$ cat src/rtl/e1ofn_rtl_bridge.sv
// e1ofn_rtl_bridge: e1ofN <-> valid/ready bridge with one receive and one send path.
// Define BRIDGE_SYNC_EN to pass in_d and out_e through 2-flop synchronizers.
module e1ofn_rtl_bridge #(
    parameter int M = 9,
    parameter int N = 2,
    localparam int L = $clog2(N),
    localparam int W = M * L
) (
    input  logic           CLK,
    input  logic           _RESET,
    input  logic [M*N-1:0] in_d,
    output logic           in_e,
    output logic [W-1:0]   rx_data,
    output logic           rx_valid,
    input  logic           rx_ready,
    output logic           rx_err,
    input  logic [W-1:0]   tx_data,
    input  logic           tx_valid,
    output logic           tx_ready,
    output logic [M*N-1:0] out_d,
    input  logic           out_e
);
    typedef enum logic [1:0] {WAIT_DATA, WAIT_NEUTRAL, WAIT_CONSUME} rx_state_t;
    typedef enum logic [1:0] {IDLE, DRIVE, RTZ} tx_state_t;

    logic [M*N-1:0] d_s;
    logic           e_s;

`ifdef BRIDGE_SYNC_EN
    logic [M*N-1:0] d_meta;
    logic           e_meta;
    always_ff @(posedge CLK or negedge _RESET) begin
        if (!_RESET) begin
            d_meta <= '0;
            d_s    <= '0;
            e_meta <= 1'b0;
            e_s    <= 1'b0;
        end else begin
            d_meta <= in_d;
            d_s    <= d_meta;
            e_meta <= out_e;
            e_s    <= e_meta;
        end
    end
`else
    assign d_s = in_d;
    assign e_s = out_e;
`endif

    rx_state_t      rx_state, rx_next;
    tx_state_t      tx_state, tx_next;
    logic           complete, multi;
    logic [W-1:0]   decoded, rx_data_n;
    logic [M*N-1:0] encoded, out_d_n;
    logic           in_e_n, rx_valid_n, rx_err_n;

    // Lowest-index hot rail wins so a multi-hot digit still decodes deterministically.
    always_comb begin
        complete = 1'b1;
        multi    = 1'b0;
        decoded  = '0;
        for (int i = 0; i < M; i++) begin
            complete &= |d_s[i*N +: N];
            multi    |= ($countones(d_s[i*N +: N]) > 1);
            for (int v = N - 1; v >= 0; v--)
                if (d_s[i*N + v]) decoded[i*L +: L] = L'(v);
        end
    end

    always_comb begin
        encoded = '0;
        for (int i = 0; i < M; i++)
            encoded[i*N +: N] = (int'(tx_data[i*L +: L]) >= N) ? N'(1) << (N - 1)
                                                               : N'(1) << tx_data[i*L +: L];
    end

    always_comb begin
        rx_next    = rx_state;
        in_e_n     = in_e;
        rx_valid_n = rx_valid & ~rx_ready;
        rx_data_n  = rx_data;
        rx_err_n   = 1'b0;
        case (rx_state)
            WAIT_DATA: if (complete) begin
                rx_next    = WAIT_NEUTRAL;
                in_e_n     = 1'b0;
                rx_valid_n = 1'b1;
                rx_data_n  = decoded;
                rx_err_n   = multi;
            end
            WAIT_NEUTRAL: if (d_s == '0) rx_next = WAIT_CONSUME;
            WAIT_CONSUME: if (!rx_valid) begin
                rx_next = WAIT_DATA;
                in_e_n  = 1'b1;
            end
            default: rx_next = WAIT_DATA;
        endcase
    end

    always_comb begin
        tx_next = tx_state;
        out_d_n = out_d;
        case (tx_state)
            IDLE: if (tx_valid && tx_ready) begin
                tx_next = DRIVE;
                out_d_n = encoded;
            end
            DRIVE: if (!e_s) begin
                tx_next = RTZ;
                out_d_n = '0;
            end
            RTZ: if (e_s) tx_next = IDLE;
            default: begin
                tx_next = IDLE;
                out_d_n = '0;
            end
        endcase
    end

    always_ff @(posedge CLK or negedge _RESET) begin
        if (!_RESET) begin
            rx_state <= WAIT_DATA;
            tx_state <= IDLE;
            in_e     <= 1'b1;
            rx_valid <= 1'b0;
            rx_data  <= '0;
            rx_err   <= 1'b0;
            out_d    <= '0;
            tx_ready <= 1'b0;
        end else begin
            rx_state <= rx_next;
            tx_state <= tx_next;
            in_e     <= in_e_n;
            rx_valid <= rx_valid_n;
            rx_data  <= rx_data_n;
            rx_err   <= rx_err_n;
            out_d    <= out_d_n;
            tx_ready <= (tx_next == IDLE) && e_s;
        end
    end
endmodule

$ cat config.mk
export PLATFORM = sky130hd
export DESIGN_NAME = e1ofn_rtl_bridge
export DESIGN_NICKNAME = d
export VERILOG_FILES = /design/src/rtl/e1ofn_rtl_bridge.sv
export SDC_FILE = /design/constraint.sdc
export NUM_CORES = 1
export LEC_CHECK = 0
export CAP_MARGIN = 10
export CORE_MARGIN = 3
export CORE_UTILIZATION = 30
export DETAILED_ROUTE_END_ITERATION = 16
export MAX_ROUTING_LAYER = met4
export SLEW_MARGIN = 0
export SYNTH_ARGS = -nofsm -noshare
export SYNTH_HDL_FRONTEND = slang
export SYNTH_SLANG_ARGS = --single-unit
export TNS_END_PERCENT = 10
$ cat constraint.sdc
create_clock -name CLK -period 1.4 [get_ports CLK]
set_input_delay 0.14 -clock CLK [delete_from_list [all_inputs] [get_ports CLK]]
set_output_delay 0.14 -clock CLK [all_outputs]
set_load 0.02 [all_outputs]
==> flow_summary_export.csv <==
group,metric,value,unit
cells_and_area,area_growth,70.3,%
cells_and_area,fin_nets,260,
status,violations,"negative setup slack",
critical_path,crit_chain,"clkdlybuf4s50_1 -> nor4_2 -> nand4_1 -> or4_4 -> o22ai_2",
clock_network,clk_root_buffer_cell,"clkbuf_8",
placement,post-dp-hpwl,3.10,mm
die,num_rows,25,
global_routing,grt_pass1_wl,7.25,mm
critical_path,max_stage_delay,510,ps
power_and_ir_drop,pwr-share-seq,34.0,%
sta,clock-skew-final,4.64,ps
critical_path,r2r-start,"rx_state[0]$_DFFE_PN0P_",
global_routing,grt_overflow_total,0,
power_and_ir_drop,total_power,4.66,mW
placement,pre_cts_slack,-367,ps
power_and_ir_drop,p_comb_share,42.6,%
critical_path,worstPathArrival,1620,ps
sta,layout_setup_ws,-11.1,ps
synth,synth_ff_type,"dfrtp_1",
sta,grt_setup_unrepaired,"true",
die,initial_core_util,31.7,%
route,drt_iter0_drc,59,
critical_path,worstSetupStartpointType,"input pin",
clock_network,cts_tree,"built",
critical_path,slowest_stage,"or4_4",
die,fp.dieW,77.4,um
power_and_ir_drop,p_sw,1.70,mW
global_routing,grt_max_degree,37,
min_path,hold_class,"in -> async",
global_routing,grt.total_usage,15.5,%
sta,finalHoldViolations,0,
die,die_area,0.00599,sq mm
die,coreArea,0.00482,sq mm
route,drcViolationCount,0,
power_and_ir_drop,p_int,2.97,mW
global_routing,grt_pass1_vias,1533,
synth,netlist_area,0.00153,sq mm
sta,finalCriticalPeriod,1410,ps
power_and_ir_drop,clockPowerShare,23.4,%
synth,ys_ff_latch,35,
sta,maxSlewViolCount,0,
placement,gp_congestion,0.920,
die,design.portCount,63,
cells_and_area,final_common_cell,"dfrtp_1",
synth,synthArstFlopShare,100,%
clock_network,cts_max_path_buffers,2,
synth,synth_cells,144,
power_and_ir_drop,vdd.ir_drop.worst,0.000997,V
synth,synth-edff-count,0,
critical_path,r2r_end,"rx_data[7]$_DFFE_PN0P_",
sta,relSlewSlack,80.5,%
critical_path,crit_required,1610,ps
route,vias,1444,
critical_path,path_class,"in -> reg",
run,cap_violations,0,
critical_path,path_max_fanout,2,
clock_network,cts.sinks,35,
critical_path,endpoint_kind,"flop",
clock_network,clk_pin_slew,70,ps
route,wl_per_cell,14.7,um
sta,worstMarginPinSlew,290,ps
synth,yosysUniqueCellTypes,33,
power_and_ir_drop,p_leak,1.41,nW
route,wl,4.35,mm
sta,finalCritPeriodShare,101,%
power_and_ir_drop,p_sw_share,36.4,%
clock_network,h-tree-depth,2,
synth,ys_seq_area_share,57.4,%
synth,ys_warn_count,0,
power_and_ir_drop,p_per_area,1790,mW/mm^2
sta,setup_viol,1,
critical_path,worstRegToRegCells,4,
route,first_pass_iters,4,
sta,max_freq,709,MHz
placement,io_buffers,62,
route,ant_nets,0,
critical_path,worstSetupEndpoint,"rx_state[1]$_DFFE_PN0P_",
critical_path,cp-startpoint,"in_d[5]",
clock_network,clock_latency,280,ps
sta,setup_tns,-11.1,ps
cells_and_area,final_util,54.1,%
synth,syn-num-nets,176,
cells_and_area,nFillCells,441,
cells_and_area,mostFrequentLayoutCells,"34 x dfrtp_1, 29 x nand2_1, 22 x clkdlybuf4s50_1",
synth,avgSynthCellArea,10.6,sq um
route,viasPerCell,4.88,
critical_path,regToRegSetupSlack,100,ps
global_routing,antenna_found_initial,0,
status,status,"complete, but fails checks",
clock_network,numCtsBuffers,5,
die,die_h,77.4,um
cells_and_area,layout-drive-gt1-share,22.7,%
cells_and_area,diodes,0,
## metal layers
| layer | wire (um) | vias up | track usage (%) |
|---|---|---|---|
| met4 | 38 | 0 | 4.09 |
| li1 | - | 678 | - |
| met1 | 1940 | 688 | 18.4 |
| met3 | 413 | 8 | 6.50 |
| met5 | 0 | - | - |
| met2 | 1960 | 70 | 24.2 |
## Yosys cell counts, types with 2 or more instances
cell type  instances  area, sq um
nor2_1             6         22.5
nor4_1             3         18.8
o22ai_1            3         18.8
nor3_1             2         10.0
o31ai_1            9         67.6
nand2_1           29          109
nor2b_1           10         62.6
nand2b_1           2         12.5
dfrtp_1           34          851
buf_2              5         25.0
or4_1              2         15.0
o21ai_0            8         40.0
o21ai_1            3         15.0
mux2_2             9          101
## state kept, by name, indices dropped and copies added (netlist names)
register  cells
in_e          1
out_d        18
rx_data       9
rx_err        1
rx_state      2
rx_valid      1
tx_ready      1
tx_state      2
## layout make-up
| class | instances | area [sq um] | area share [%] |
|---|---|---|---|
| tap | 67 | 83.8 | 3.22 |
| clock inverter | 3 | 67.6 | 2.59 |
| inverter | 1 | 3.75 | 0.144 |
| clock buffer | 5 | 68.8 | 2.64 |
| multi-input combinational | 101 | 659 | 25.3 |
| timing repair buffer | 84 | 843 | 32.4 |
| sequential | 35 | 877 | 33.7 |
## through the flow
stage                     hold slack (ps)  std cells  instance area [sq um]
after floorplan                      -156        144                   1530
after global placement                460        288                   2390
after detailed placement              470        288                   2390
after CTS                             241        296                   2500
after global routing                  245        296                   2600
final                                 228        296                   2600
## power groups by stage
| stage | logic [mW] | clock network (mW) | registers (mW) |
|---|---|---|---|
| 2_1_floorplan | 0.674 | 0 | 1.99 |
| 6_report | 1.98 | 1.09 | 1.59 |
| 4_1_cts | 2.03 | 1.12 | 1.59 |
| 3_3_place_gp | 2.13 | 0 | 1.59 |
| 5_1_grt | 2.16 | 1.17 | 1.64 |
| 3_5_place_dp | 2.17 | 0 | 1.61 |
## kinds of logic (layout without fill, tap and decap cells)
group | after synthesis | in the layout | share of synthesized area [%]
multiplexers | 9 | 9 | 6.63
flip-flops | 35 | 35 | 57.4
buffers and inverters | 8 | 93 | 2.37
AO/OA/AOI/OAI | 32 | 32 | 14.6
XOR/XNOR | 1 | 1 | 0.573
AND/OR/NAND/NOR | 59 | 59 | 18.5
## critical path: cells and delay by family
kind,cells,cell delay [ps]
and+or+nand+nor,3,940
buffers and inverters,1,440
AOI/OAI and AO/OA,1,100
## worst min path at each step
stage	endpoint	slack, ps	cells past startpoint
5_1_grt	rx_data[0]$_DFFE_PN0P_	250	2
3_5_place_dp	out_d[6]$_DFFE_PN0P_	470	2
6_report	rx_err$_DFF_PN0_	230	2
4_1_cts	rx_state[1]$_DFFE_PN0P_	240	2
2_1_floorplan	out_d[0]$_DFFE_PN0P_	-160	0
3_3_place_gp	out_d[10]$_DFFE_PN0P_	460	2
## what timing repair did
action | in CTS | in global routing
endpoints found under the setup margin | 21 | 22
pin swaps | 0 | 6
resized for setup | 20 | 31
hold endpoints to repair | 0 | 0
buffers inserted | 0 | 0
hold buffers | 0 | 0
Power figures use the tool's default switching activity.
